[src/rtl/wave_sequencer.sv]
// wave_sequencer
//   Phase-accumulator controller for a 512-sample quarter-wave-symmetric sine
//   datapath. Produces the sample index, quarter-ROM address and
//   mirror/invert controls at a programmable tick rate and frequency, with
//   start / graceful stop and glitch-free retuning at cycle boundaries.
//
// Ports
//   clk, rst_n        clock, asynchronous active-low reset
//   start, stop       level-sampled run control (stop drains to cycle end)
//   cfg_valid/ready   config handshake; cfg_step = phase increment per tick,
//                     cfg_div = tick period minus 1 in clk cycles
//   busy              state is not IDLE
//   sample_valid      one-cycle pulse with each new sample_idx
//   sample_idx        9-bit position within the waveform cycle
//   rom_addr          7-bit quarter-ROM address (combinational)
//   mirror, invert    sample_idx[7], sample_idx[8] (combinational)
//   cycle_done        one-cycle pulse on phase wrap
module wave_sequencer #(
  parameter int unsigned PHASE_W = 16,
  parameter int unsigned DIV_W   = 16
) (
  input  logic               clk,
  input  logic               rst_n,
  input  logic               start,
  input  logic               stop,
  input  logic               cfg_valid,
  output logic               cfg_ready,
  input  logic [PHASE_W-1:0] cfg_step,
  input  logic [DIV_W-1:0]   cfg_div,
  output logic               busy,
  output logic               sample_valid,
  output logic [8:0]         sample_idx,
  output logic [6:0]         rom_addr,
  output logic               mirror,
  output logic               invert,
  output logic               cycle_done
);

  typedef enum logic [1:0] {IDLE, RUN, DRAIN} state_e;

  // One sample index per tick.
  localparam logic [PHASE_W-1:0] STEP_RST = {{8{1'b0}}, 1'b1, {(PHASE_W-9){1'b0}}};

  state_e             state_q, state_d;
  logic [PHASE_W-1:0] phase_q, phase_d;
  logic [DIV_W-1:0]   cnt_q, cnt_d;
  logic [PHASE_W-1:0] step_q, step_d;
  logic [DIV_W-1:0]   div_q, div_d;
  logic [PHASE_W-1:0] sh_step_q, sh_step_d;
  logic [DIV_W-1:0]   sh_div_q, sh_div_d;
  logic               pending_q, pending_d;
  logic               sv_q, sv_d;
  logic               cd_q, cd_d;
  logic [8:0]         idx_q, idx_d;

  logic [PHASE_W:0]   sum;
  logic               tick;
  logic               carry;

  assign sum   = {1'b0, phase_q} + {1'b0, step_q};
  assign tick  = (state_q != IDLE) && (cnt_q == div_q);
  assign carry = tick && sum[PHASE_W];

  assign cfg_ready    = (state_q == IDLE) || !pending_q;
  assign busy         = (state_q != IDLE);
  assign sample_valid = sv_q;
  assign sample_idx   = idx_q;
  assign cycle_done   = cd_q;
  assign mirror       = idx_q[7];
  assign invert       = idx_q[8];
  assign rom_addr     = idx_q[7] ? ~idx_q[6:0] : idx_q[6:0];

  always_comb begin
    state_d   = state_q;
    phase_d   = phase_q;
    cnt_d     = cnt_q;
    step_d    = step_q;
    div_d     = div_q;
    sh_step_d = sh_step_q;
    sh_div_d  = sh_div_q;
    pending_d = pending_q;
    sv_d      = 1'b0;
    cd_d      = 1'b0;
    idx_d     = idx_q;

    case (state_q)
      IDLE: begin
        phase_d = '0;
        idx_d   = '0;
        cnt_d   = '0;
        // A config accepted on the terminating DRAIN tick lands here as
        // pending; commit it now since there is no running cycle to protect.
        if (pending_q) begin
          step_d    = sh_step_q;
          div_d     = sh_div_q;
          pending_d = 1'b0;
        end
        if (cfg_valid) begin
          step_d = cfg_step;
          div_d  = cfg_div;
        end
        if (start && !stop) begin
          state_d = RUN;
        end
      end

      RUN, DRAIN: begin
        if (tick) begin
          cnt_d   = '0;
          phase_d = sum[PHASE_W-1:0];
          idx_d   = sum[PHASE_W-1 -: 9];
          sv_d    = 1'b1;
          cd_d    = sum[PHASE_W];
          if (carry && pending_q) begin
            step_d    = sh_step_q;
            div_d     = sh_div_q;
            pending_d = 1'b0;
          end
        end else begin
          cnt_d = cnt_q + DIV_W'(1);
        end

        // Acceptance is judged on the registered pending flag, so an offer
        // landing on a carry tick re-arms pending for the next wrap.
        if (cfg_valid && !pending_q) begin
          sh_step_d = cfg_step;
          sh_div_d  = cfg_div;
          pending_d = 1'b1;
        end

        if (state_q == RUN) begin
          if (stop) begin
            if (step_q == '0) begin
              // Phase never wraps with a zero step: leave without a tick.
              state_d = IDLE;
              phase_d = '0;
              idx_d   = '0;
              cnt_d   = '0;
              sv_d    = 1'b0;
              cd_d    = 1'b0;
            end else begin
              state_d = DRAIN;
            end
          end
        end else begin
          if (step_q == '0) begin
            state_d = IDLE;
            phase_d = '0;
            idx_d   = '0;
            cnt_d   = '0;
            sv_d    = 1'b0;
            cd_d    = 1'b0;
          end else if (carry) begin
            state_d = IDLE;
            phase_d = '0;
            idx_d   = '0;
            cnt_d   = '0;
          end
        end
      end

      default: state_d = IDLE;
    endcase
  end

  always_ff @(posedge clk or negedge rst_n) begin
    if (!rst_n) begin
      state_q   <= IDLE;
      phase_q   <= '0;
      cnt_q     <= '0;
      step_q    <= STEP_RST;
      div_q     <= '0;
      sh_step_q <= '0;
      sh_div_q  <= '0;
      pending_q <= 1'b0;
      sv_q      <= 1'b0;
      cd_q      <= 1'b0;
      idx_q     <= '0;
    end else begin
      state_q   <= state_d;
      phase_q   <= phase_d;
      cnt_q     <= cnt_d;
      step_q    <= step_d;
      div_q     <= div_d;
      sh_step_q <= sh_step_d;
      sh_div_q  <= sh_div_d;
      pending_q <= pending_d;
      sv_q      <= sv_d;
      cd_q      <= cd_d;
      idx_q     <= idx_d;
    end
  end

endmodule

[config.mk]
export PLATFORM = sky130hd
export DESIGN_NAME = wave_sequencer
export DESIGN_NICKNAME = d
export VERILOG_FILES = /design/src/rtl/wave_sequencer.sv
export SDC_FILE = /design/constraint.sdc
export NUM_CORES = 1
export LEC_CHECK = 0
export CAP_MARGIN = 20
export CORE_MARGIN = 10
export CORE_UTILIZATION = 60
export CTS_BUF_LIST = sky130_fd_sc_hd__clkbuf_4 sky130_fd_sc_hd__clkbuf_8
export DETAILED_ROUTE_END_ITERATION = 16
export HOLD_SLACK_MARGIN = 0.15
export PLACE_DENSITY = 0.95
export RECOVER_POWER = 50
export SYNTH_ARGS = -nofsm -noshare
export SYNTH_HDL_FRONTEND = slang
export SYNTH_SLANG_ARGS = --single-unit
[constraint.sdc]
create_clock -name clk -period 7.5 [get_ports clk]
set_clock_uncertainty 0.15 [all_clocks]
set_input_delay 1.5 -clock clk [delete_from_list [all_inputs] [get_ports clk]]
set_output_delay 1.5 -clock clk [all_outputs]
set_load 0.05 [all_outputs]
* Word level (Yosys, flattened, before mapping)
Index checks and enable logic that the tools add are counted.
** Storage, ports and cells
- Flip-flop bits (word level) :: 110
- Output and inout port bits :: 22
** Cells by class
- Eq/ne operators :: 11
- Mux-type cells :: 53
- Reductions and logical operators :: 17
- Bitwise gates (word level) :: 1
- $add $sub $neg :: 2
** Operators with widths (count)
- 2-to-1 mux 16 bit :: 20
- one-hot mux 16 bit (2 select lines) :: 4
- 2-to-1 mux 9 bit :: 6
- one-hot mux 9 bit (2 select lines) :: 1
- adder 16 x 16 -> 17 bit :: 1
- adder 16 x 1 -> 16 bit (second input constant) :: 1
- equality test 16 bit :: 1
- zero test 16 bit :: 1
- 2-to-1 mux 1 bit :: 13
- 2-to-1 mux 2 bit :: 6
- != test 3 bit (second input constant) :: 4
- 2-to-1 mux 7 bit :: 1
- NOT 7 bit :: 1
- AND reduction 3 bit :: 2
- logical AND 1 bit :: 5
- != test 2 bit (second input constant) :: 2
- != test 4 bit (second input constant) :: 1
- one-hot mux 2 bit (2 select lines) :: 1
- AND reduction 4 bit :: 1
- nonzero test 2 bit :: 2
- equality test 2 x 1 -> 1 bit (second input constant) :: 1
- equality test 2 bit (second input constant) :: 1
- zero test 1 bit :: 2
- zero test 2 bit :: 1
- 5 further kinds :: 5

* Logic depth before layout (Yosys ltp)
- Word-level depth :: 8
- Depth in mapped cells :: 11

* Least setup slack after synthesis
No wires, ideal clock.
- Path type :: register -> output
- Start point :: reg idx_q[7], in the netlist sample_idx[7]
- End point :: out rom_addr[0]
- Required time :: 5850 ps
- Buffers on the path :: 1
- Data arrival time :: 1819 ps
- Setup slack :: 4031 ps
- Cell stages (with the launch flop) :: 3
- Cell sequence :: dfrtp_1 -> clkbuf_1 -> xor2_1
** On the way
- Word-level cells in the longest chain between the ends :: 1
** RTL lines
- start, declared :: line 54 : logic [8:0] idx_q, idx_d;
- start signal, assigned :: line 190 : idx_q <= idx_d;
- 2-to-1 mux 7 bit :: line 71 : assign rom_addr = idx_q[7] ? ~idx_q[6:0] : idx_q[6:0];
- end, declared :: line 33 : output logic [6:0] rom_addr,
No other way between the ends.

* Worst setup path after layout
- Start point :: in cfg_valid
- End point :: reg sh_div_q[1]
** On the way
- Word-level cells in the longest chain between the ends :: 2
** RTL lines
- start, declared :: line 26 : input logic cfg_valid,
- logical AND 1 bit :: line 125 : if (cfg_valid && !pending_q) begin
- AND reduction 2 bit (no line)
- end signal, assigned :: line 186 : sh_div_q <= sh_div_d;
- end, declared :: line 50 : logic [DIV_W-1:0] sh_div_q, sh_div_d;
No other way between the ends.
A chain may end at the register's enable or synchronous reset.

==> metrics.txt <==
# TYPE chip_impl_metric gauge
chip_impl_metric{name="number_of_vias_per_cell",unit=""} 6.257
chip_impl_info{name="endpoint_kind",value="flip-flop"} 1
chip_impl_metric{name="wl_per_cell",unit="um"} 19.00
chip_impl_metric{name="synth.area.mux_share",unit=""} 0.1202
chip_impl_info{name="regToRegStartpoint",value="step_q[0]"} 1
chip_impl_metric{name="floorplan.die_area",unit="um2"} 13890
chip_impl_metric{name="finalNetCount",unit=""} 667
chip_impl_info{name="postSynth.topFlopCell",value="dfrtp_1"} 1
chip_impl_info{name="worst_setup_path_start_kind",value="primary input"} 1
chip_impl_metric{name="final_critical_path_time_including_i_o_delays_and_setup",unit="ns"} 3.866
chip_impl_metric{name="power.leakage",unit="uW"} 0.002979
chip_impl_metric{name="post_synthesis_area_per_instance",unit="um2"} 10.25
chip_impl_metric{name="placement.cell_area",unit="um2"} 6417
chip_impl_metric{name="hold_viol",unit=""} 0
chip_impl_metric{name="required",unit="ns"} 7.62
chip_impl_info{name="ys_top_cells_by_area",value="dfrtp_1, mux2_2, mux2i_1"} 1
chip_impl_metric{name="max_clock_freq",unit="MHz"} 258.6
chip_impl_metric{name="clock_latency",unit="ns"} 0.38
chip_impl_metric{name="htree_levels",unit=""} 3
chip_impl_metric{name="first_global_vias",unit=""} 4715
chip_impl_metric{name="ctsLongestPathBuffers",unit=""} 2
chip_impl_metric{name="finalWirelength",unit="um"} 14110
chip_impl_metric{name="cts_resized",unit=""} 0
chip_impl_metric{name="pin_count",unit=""} 59
chip_impl_metric{name="core",unit="um2"} 9284
chip_impl_metric{name="antenna_violations_before_repair",unit=""} 0
chip_impl_metric{name="final_setup_violation_count",unit=""} 0
chip_impl_metric{name="post_synth_instance_area",unit="um2"} 5748
chip_impl_metric{name="area.growth.synth_to_final",unit="%"} 15.15
chip_impl_info{name="kind_of_path_behind_the_tightest_hold_check",value="flip-flop to flip-flop"} 1
chip_impl_metric{name="cts_hold_repair.buffers",unit=""} 0
chip_impl_info{name="cts_tree",value="built"} 1
chip_impl_metric{name="timing.reg2reg.worst_path_depth",unit=""} 10
chip_impl_metric{name="placementRows",unit=""} 35
chip_impl_info{name="synth.largest_area_cell",value="dfrtp_1"} 1
chip_impl_info{name="holdPathEnd",value="sh_div_q[14]"} 1
chip_impl_metric{name="buffer_ports.inserted",unit=""} 58
chip_impl_info{name="synth_top_family_by_area",value="compound AO/OA/AOI/OAI gates"} 1
chip_impl_metric{name="adder_cell_share_of_the_synthesized_area",unit=""} 0.04702
chip_impl_metric{name="final_min_period_over_clock_period",unit=""} 0.5155
chip_impl_info{name="critical_path_class",value="primary input to flip-flop"} 1
chip_impl_metric{name="dr.pass1.iters",unit=""} 7
chip_impl_metric{name="tritoncts_num_sinks",unit=""} 110
chip_impl_metric{name="gpl.final_weighted_congestion",unit=""} 0.9352
chip_impl_metric{name="max-slew-margin-rel",unit=""} -0.3180
chip_impl_metric{name="number_of_enable_flip_flop_cells_after_synthesis",unit=""} 0
chip_impl_metric{name="cts_made_buffers",unit=""} 9
chip_impl_info{name="critical_path_origin",value="cfg_valid"} 1
chip_impl_metric{name="clk_transition_reported_paths",unit="ns"} 0.11
chip_impl_metric{name="grt_pass1_wl",unit="um"} 23340
chip_impl_metric{name="post-route-cell-area",unit="um2"} 6619
chip_impl_metric{name="register_to_register_path_setup_slack",unit="ns"} 3.68
chip_impl_metric{name="ratio_of_cells_with_drive_above_1_in_the_final_layout",unit=""} 0.09772
chip_impl_metric{name="slew_violations",unit=""} 72
chip_impl_info{name="rsz0062_at_grt",value="false"} 1
chip_impl_info{name="synth.most_common_cell",value="dfrtp_1"} 1
chip_impl_metric{name="overflow",unit=""} 0
chip_impl_metric{name="vdd_drop_max",unit="mV"} 0.2509
chip_impl_metric{name="worst_path_max_fanout",unit=""} 32
chip_impl_info{name="worstReg2RegEnd",value="phase_q[3]"} 1
chip_impl_info{name="synth_commonest_cells",value="dfrtp_1, nand2_1, o21ai_0"} 1
chip_impl_metric{name="aggregate_global_route_resource_usage",unit=""} 0.1997
chip_impl_metric{name="syn-num-nets",unit=""} 619
chip_impl_metric{name="hold_path_depth",unit=""} 1
chip_impl_metric{name="synthesis.instances",unit=""} 561
chip_impl_metric{name="synthDominantCellAreaShare",unit=""} 0.4745
chip_impl_metric{name="synth.distinct_cells",unit=""} 54
chip_impl_info{name="status",value="finished with violations"} 1
chip_impl_metric{name="die_w",unit="um"} 117.9
chip_impl_metric{name="yosys.area_share.simple",unit=""} 0.1247
chip_impl_metric{name="maxCapViolations",unit=""} 2
chip_impl_metric{name="largest_net_degree_at_the_start_of_global_routing",unit=""} 74
chip_impl_metric{name="postSynth.asyncResetShare",unit=""} 1.000
chip_impl_info{name="clk_root_buffer_cell",value="clkbuf_8"} 1
chip_impl_metric{name="setup_total_negative_slack",unit="ns"} 0
chip_impl_metric{name="sequential_share_of_the_synthesized_area",unit=""} 0.4791
chip_impl_metric{name="synth-compound-area-share",unit=""} 0.1476
chip_impl_metric{name="yosys_warnings",unit=""} 0
chip_impl_info{name="violations",value="max-capacitance violations, max-slew violations"} 1
chip_impl_metric{name="drt_iter0_markers",unit=""} 412
chip_impl_metric{name="powerDensity",unit="nW/um2"} 323.5
chip_impl_metric{name="timing.critical_path.arrival",unit="ns"} 3.99
chip_impl_metric{name="drt_drc_violations_left",unit=""} 0
chip_impl_metric{name="initial_utilization",unit=""} 0.6191
chip_impl_metric{name="max_slew.worst_pin.slew",unit="ns"} 1.977
chip_impl_metric{name="ant_nets",unit=""} 0
chip_impl_metric{name="floorplan.die.height",unit="um"} 117.9
chip_impl_metric{name="route.vias.total",unit=""} 4649
chip_impl_metric{name="synth_xor_xnor_area_share",unit=""} 0.05485
chip_impl_metric{name="post_cts_setup_repair_buffer_count",unit=""} 0
chip_impl_metric{name="dpl.hpwl",unit="um"} 9959
chip_impl_metric{name="synth-seq-cells",unit=""} 110
chip_impl_info{name="worstHoldStart",value="sh_div_q[14]"} 1
chip_impl_metric{name="antenna_cells",unit=""} 0
[flip-flops by register name, indices dropped and copies added, names as in the netlist, 2 cells and up]
name,flops
cnt_q,16
div_q,16
phase_q,16
sh_div_q,16
sh_step_q,16
step_q,16
sample_idx,9
state_q,2
[power by group]
group | total [uW] | leakage (uW) | switching (uW) | internal [uW]
combinational | 871 | 0.00147 | 497 | 374
sequential | 925 | 0.00141 | 146 | 779
clock | 346 | 0.0000981 | 215 | 131
[metal layers]
metal	wire length, um	global-route usage	vias up
met4	367	0.08037	0
met3	994	0.03789	42
met5	0	0	-
met2	6962	0.3304	233
li1	-	-	2105
met1	5790	0.2510	2269
[worst max-delay path, stage by stage]
cell and delay, ns:
dlygate4sd3_1 0.59, nand3b_1 0.13, clkbuf_1 1.29, mux2_2 0.45
[per-stage QoR]
stage          instances  hold WS, ns    util  setup WS, ns  total power, uW
2_1_floorplan        561       0.3063       -         4.031             1525
6_report             743       0.3644  0.7129         3.634             2141
3_5_place_dp         726       0.3425  0.6912         3.643             1767
4_1_cts              742       0.3621  0.7112         3.719             2111
5_1_grt              743       0.3857  0.7129         3.400             2273
3_3_place_gp         726       0.3225  0.6912         3.773             1688
[final cells by class]
class                           instances  area (um2)
Clock inverter                          6       53.80
Inverter                               10       37.54
Tap cell                              129       161.4
Sequential cell                       110        2754
Fill cell                             643        2665
Clock buffer                           10       131.4
Multi-Input combinational cell        414        2845
Timing Repair Buffer                   64       635.6
[worst max path at each step]
stage / slack (ns) / end / cells after the start
after floorplan: 4.03 / rom_addr[0] / 2
after global placement: 3.77 / cnt_q[8] / 6
after detailed placement: 3.64 / cnt_q[8] / 6
after CTS: 3.72 / rom_addr[1] / 2
after global routing: 3.40 / phase_q[6] / 2
final: 3.63 / sh_div_q[1] / 4
[kinds of logic (layout without fill, tap and decap cells)]
group                    after synthesis  after routing
buffers and inverters                 37             90
AO/OA/AOI/OAI                        142            142
adder cells (fa/ha/maj)               21             21
multiplexers                          65             65
flip-flops                           110            110
XOR/XNOR                              36             36
AND/OR/NAND/NOR                      150            150
[layout by cell type (no fill, tap or decap), types with 3 or more instances in the layout]
cell type        count
a22o_1               6
ha_1                20
a31oi_1              4
mux2i_1             33
buf_4                4
xnor2_1              3
and3_1               5
nor4_1               7
nand3_1             35
o21ai_1             32
nand2b_1             4
xor2_1              33
nand4_1              5
nor2_1              25
a21oi_1             20
inv_1               10
mux2_2              32
dfrtp_1            109
o211ai_1             5
o21ai_0             48
nand2_1             50
clkbuf_8             9
a21o_1               6
clkdlybuf4s50_1     55
nor3_1               5
o21a_1               4
Power figures use the tool's default switching activity.
==> RTL change 1, RTL diff (same settings) <==
Set the parameter `PHASE_W` to 32 (it was 16).
--- a/src/rtl/wave_sequencer.sv
+++ b/src/rtl/wave_sequencer.sv
@@ -17,5 +17,5 @@
 //   cycle_done        one-cycle pulse on phase wrap
 module wave_sequencer #(
-  parameter int unsigned PHASE_W = 16,
+  parameter int unsigned PHASE_W = 32,
   parameter int unsigned DIV_W   = 16
 ) (
Ports: changed (resized cfg_step); port bits go from 59 to 75. No check against the original RTL was run, so the function may have changed too.
==> RTL change 1 against the original RTL <==
- the run still ends with max-capacitance violations, max-slew violations left
- cell area is 55% higher
- sequential cell count is 48 higher
- total power is 71% higher
- utilization is 1.3 points lower
- register-to-register slack worse by 0.20 ns
- wire length is 50% higher
- die area is 46% higher
- sequential share of layout area is 3.0 points lower
- synthesized area is 57% higher
- maximum frequency is 19% lower
- count of clock-buffer cells in the layout is 9 higher
- setup slack worse by 0.93 ns
- critical endpoint is now sh_step_q[4]
- highest routed layer unchanged
==> RTL change 1: results (changes against the original RTL) <==
The global-route wire length before repair is 35.07 mm (was 23.34 mm). The total met2 wirelength after detailed routing is 10.48 mm (was 6.962 mm). The all-layer global routing usage came to 21.29% (was 19.97%). The maximum root-to-sink buffer count is 2 (unchanged).

The length of routed met3 wiring is 1.355 mm (was 994 um). The final-report max-slew violation count came to 77 (was 72). The area after detailed placement came to 9849 um2 (was 6417 um2). The wire length the detailed router placed on met1 was 8.800 mm (was 5.790 mm). The share of cells above drive strength 1 came out at 21.46% (was 9.772%).

The xor-xnor portion of the synthesized cell area is 4.660% (was 5.485%). The number of max-capacitance violations reported is 1 (was 2). The number of search-and-repair iterations in the first detailed-routing pass came out at 5 (was 7). Leading post-synthesis cells by instance count: sky130_fd_sc_hd__dfrtp_1, sky130_fd_sc_hd__mux2_2, sky130_fd_sc_hd__o21ai_0, sky130_fd_sc_hd__nand2_1, sky130_fd_sc_hd__ha_1 (was sky130_fd_sc_hd__dfrtp_1, sky130_fd_sc_hd__nand2_1, sky130_fd_sc_hd__o21ai_0, sky130_fd_sc_hd__nand3_1).

The static leakage came out at 4.514 nW (was 2.979 nW). The largest voltage drop on the vdd net was 0.4513 mV (was 0.2509 mV). The number of distinct standard cells referenced by the synthesized netlist was 61 (was 54). The fraction of synthesized area in multiplexers is 18.97% (was 12.02%). The arithmetic-cell share of the synthesized area counting full adders, half adders and majority gates is 5.215% (was 4.702%). The post-synthesis area per instance is 10.79 um2 (was 10.25 um2). Result of the run: complete, but fails checks (unchanged). The CTS clock-pin slew for the worst setup and hold paths is 0.08 ns (was 0.11 ns). The area fraction in compound gates after synthesis was 13.63% (was 14.76%). The peak fanout along the critical path came out at 76 (was 32). The biggest cell delay along the critical path is 2.76 ns (was 1.29 ns). The worst setup slack before clock tree synthesis was 3.365 ns (was 3.643 ns). Failing checks: max-capacitance violations, max-slew violations (unchanged). The data arrival time at the worst-slack endpoint is 4.31 ns (was 3.99 ns).

The count of filler cells inserted in the layout came out at 968 (was 643). The sequential area share after synthesis came to 43.84% (was 47.91%). Synth top area cells: sky130_fd_sc_hd__dfrtp_1, sky130_fd_sc_hd__mux2_2, sky130_fd_sc_hd__ha_1, sky130_fd_sc_hd__o21ai_0, sky130_fd_sc_hd__xor2_1 (was sky130_fd_sc_hd__dfrtp_1, sky130_fd_sc_hd__mux2_2, sky130_fd_sc_hd__mux2i_1, sky130_fd_sc_hd__xor2_1, sky130_fd_sc_hd__ha_1).

The weighted congestion at the end of routability-driven global placement is 0.9167 (was 0.9352). The number of global-route vias before repair is 7,059 (was 4,715). The clock network latency to the later pin of the worst-skew pair came out at 0.47 ns (was 0.38 ns). The HPWL after detailed placement is 14.81 mm (was 9.959 mm). The initial detailed-routing violation count is 698 (was 412). The number of nets in the final layout came out at 982 (was 667). The number of buffers created by CTS came out at 17 (was 9). The met2 track demand over resource in global routing came out at 36.07% (was 33.04%). The H-tree depth came out at 4 (was 3). The number of nets in the synthesized netlist came out at 926 (was 619).

The count of input and output buffers was 74 (was 58). The pin count of the biggest net entering global routing is 84 (was 74).
## RTL change 1: cell count changes after synthesis, moves of 15 or more
| cell | before | now |
|---|---|---|
| sky130_fd_sc_hd__a21oi_1 | 19 | 34 |
| sky130_fd_sc_hd__mux2_4 | 0 | 19 |
| sky130_fd_sc_hd__clkbuf_1 | 19 | 34 |
| sky130_fd_sc_hd__dfrtp_1 | 109 | 157 |
| sky130_fd_sc_hd__ha_1 | 20 | 36 |
| sky130_fd_sc_hd__mux2i_1 | 33 | 3 |
| sky130_fd_sc_hd__o21ai_1 | 32 | 1 |
| sky130_fd_sc_hd__nand3_1 | 35 | 17 |
| sky130_fd_sc_hd__o21ai_0 | 48 | 71 |
| sky130_fd_sc_hd__mux2_2 | 32 | 124 |
## RTL change 1: worst paths after layout
check                           endpoint         from  slack [ns]  depth (start not counted)
setup / recovery            sh_step_q[4]        rst_n        2.70                          1
max in group clk                div_q[3]    step_q[0]        3.48                         11
hold reg to reg              phase_q[31]  phase_q[31]        0.34                          2
min in group asynchronous  sample_idx[3]        rst_n        2.27                          1
setup reg to reg                div_q[3]    step_q[0]        3.48                         11
hold / removal               phase_q[31]  phase_q[31]        0.34                          2
## RTL change 1: cell type report
class                           instances  area (um2)  share of cell area [%]
Timing Repair Buffer                   81       803.3                   7.835
Antenna cell                            1       2.502                 0.02441
Inverter                               14       52.55                  0.5126
Clock buffer                           19       249.0                   2.429
Tap cell                              184       230.2                   2.246
Clock inverter                         12       140.1                   1.367
Sequential cell                       158        3955                   38.58
Multi-Input combinational cell        620        4820                   47.01
## RTL change 1: report_power, final
part	internal, W	switching, W
logic	0.000844	0.000815
clock network	0.000304	0.000330
registers	0.00114	0.000219
==> RTL change 2, RTL diff (same settings) <==
Made on the original files. Reset style: synchronous (`rst_n`), changed in one clocked block. Comments in the files are not updated.
--- a/src/rtl/wave_sequencer.sv
+++ b/src/rtl/wave_sequencer.sv
@@ -164,5 +164,5 @@
   end
 
-  always_ff @(posedge clk or negedge rst_n) begin
+  always_ff @(posedge clk) begin
     if (!rst_n) begin
       state_q   <= IDLE;
Behaviour: differs if rst_n is asserted again (counterexample within 4 cycles, from zero or initial values and one cycle with rst_n low); with rst_n held inactive, the same outputs for 4 cycles.
==> RTL change 2 against the original RTL <==
- synthesized area decreased by 1.4%
- total power decreased by 8.0%
- non-clock buffer count increased by 1
- sequential cell count unchanged
- setup slack got worse by 0.59 ns
- sequential share of layout area decreased by 7.7 points
- cell area decreased by 1.9%
- wire length increased by 1.5%
- critical path type unchanged
==> RTL change 2: results (changes against the original RTL) <==
The xor-xnor portion of the synthesized cell area is 4.945% (was 5.485%). The capturing instance or port of the critical path is phase_q[2] (was sh_div_q[1]). The layout multi-input combinational cell count came out at 507 (was 414).

The logic depth of the worst register-to-register path is 8 (was 10). The number of non-clock buffers came out at 65 (was 64). The initial detailed-routing violation count is 481 (was 412).

Result of the run: finished clean (was complete, but fails checks). The commonest register cell after synthesis is sky130_fd_sc_hd__dfxtp_1 (was sky130_fd_sc_hd__dfrtp_1). The weighted congestion at the end of routability-driven global placement came out at 0.8949 (was 0.9352). The fraction of standard cell area in multi-input logic is 49.60% (was 42.99%).

The data arrival time at the worst-slack endpoint is 4.52 ns (was 3.99 ns). The worst setup slack before clock tree synthesis came to 3.437 ns (was 3.643 ns). The area fraction in compound gates after synthesis came to 20.40% (was 14.76%). The share of synthesized flip-flops with an asynchronous set or reset is 0% (was 100.0%). The worst setup slack after layout is 3.043 ns (was 3.634 ns). The post-placement cell count came out at 824 (was 726). The biggest cell delay along the critical path came out at 0.81 ns (was 1.29 ns). The launching element of the worst setup path was stop (was cfg_valid). The post-route core utilization is 70.25% (was 71.29%). The proportion of final cell area spent on non-clock buffers is 10.24% (was 9.603%). The total met2 wirelength after detailed routing is 6.832 mm (was 6.962 mm). The remaining max-slew budget at the tightest pin is 27.06% (was -31.80%). The met1 usage in global routing is 25.75% (was 25.10%). The global-route met3 utilization came out at 3.313% (was 3.789%). The power dissipated by switching net loads came out at 0.0008193 W (was 0.0008574 W).

The number of nets in the final layout came out at 766 (was 667). The static leakage is 2.444 nW (was 2.979 nW). The power consumed by combinational cells is 0.000829 W (was 0.000871 W). The instance count of the mapped netlist came out at 677 (was 561). The count of filler cells inserted in the layout was 656 (was 643). The length of routed met3 wiring is 1.042 mm (was 994 um).

The startpoint of the lowest-slack hold path was sh_step_q[6] (was sh_div_q[14]).
RTL change 2: cell count changes in the layout (fill, tap and decap cells not counted), moves of 10 or more:
cell                              delta
sky130_fd_sc_hd__nand2_1            +52
sky130_fd_sc_hd__a211oi_1           +21
sky130_fd_sc_hd__dfrtp_1           -109
sky130_fd_sc_hd__dlygate4sd3_1      +13
sky130_fd_sc_hd__a21oi_1            +52
sky130_fd_sc_hd__o21ai_0            -25
sky130_fd_sc_hd__nor3_1             +34
sky130_fd_sc_hd__nor2_1             +11
sky130_fd_sc_hd__a211oi_2           +10
sky130_fd_sc_hd__mux2_2             -32
sky130_fd_sc_hd__nand3_1            -23
sky130_fd_sc_hd__clkdlybuf4s50_1    -12
sky130_fd_sc_hd__dfxtp_1           +110
sky130_fd_sc_hd__o21ai_1            -31
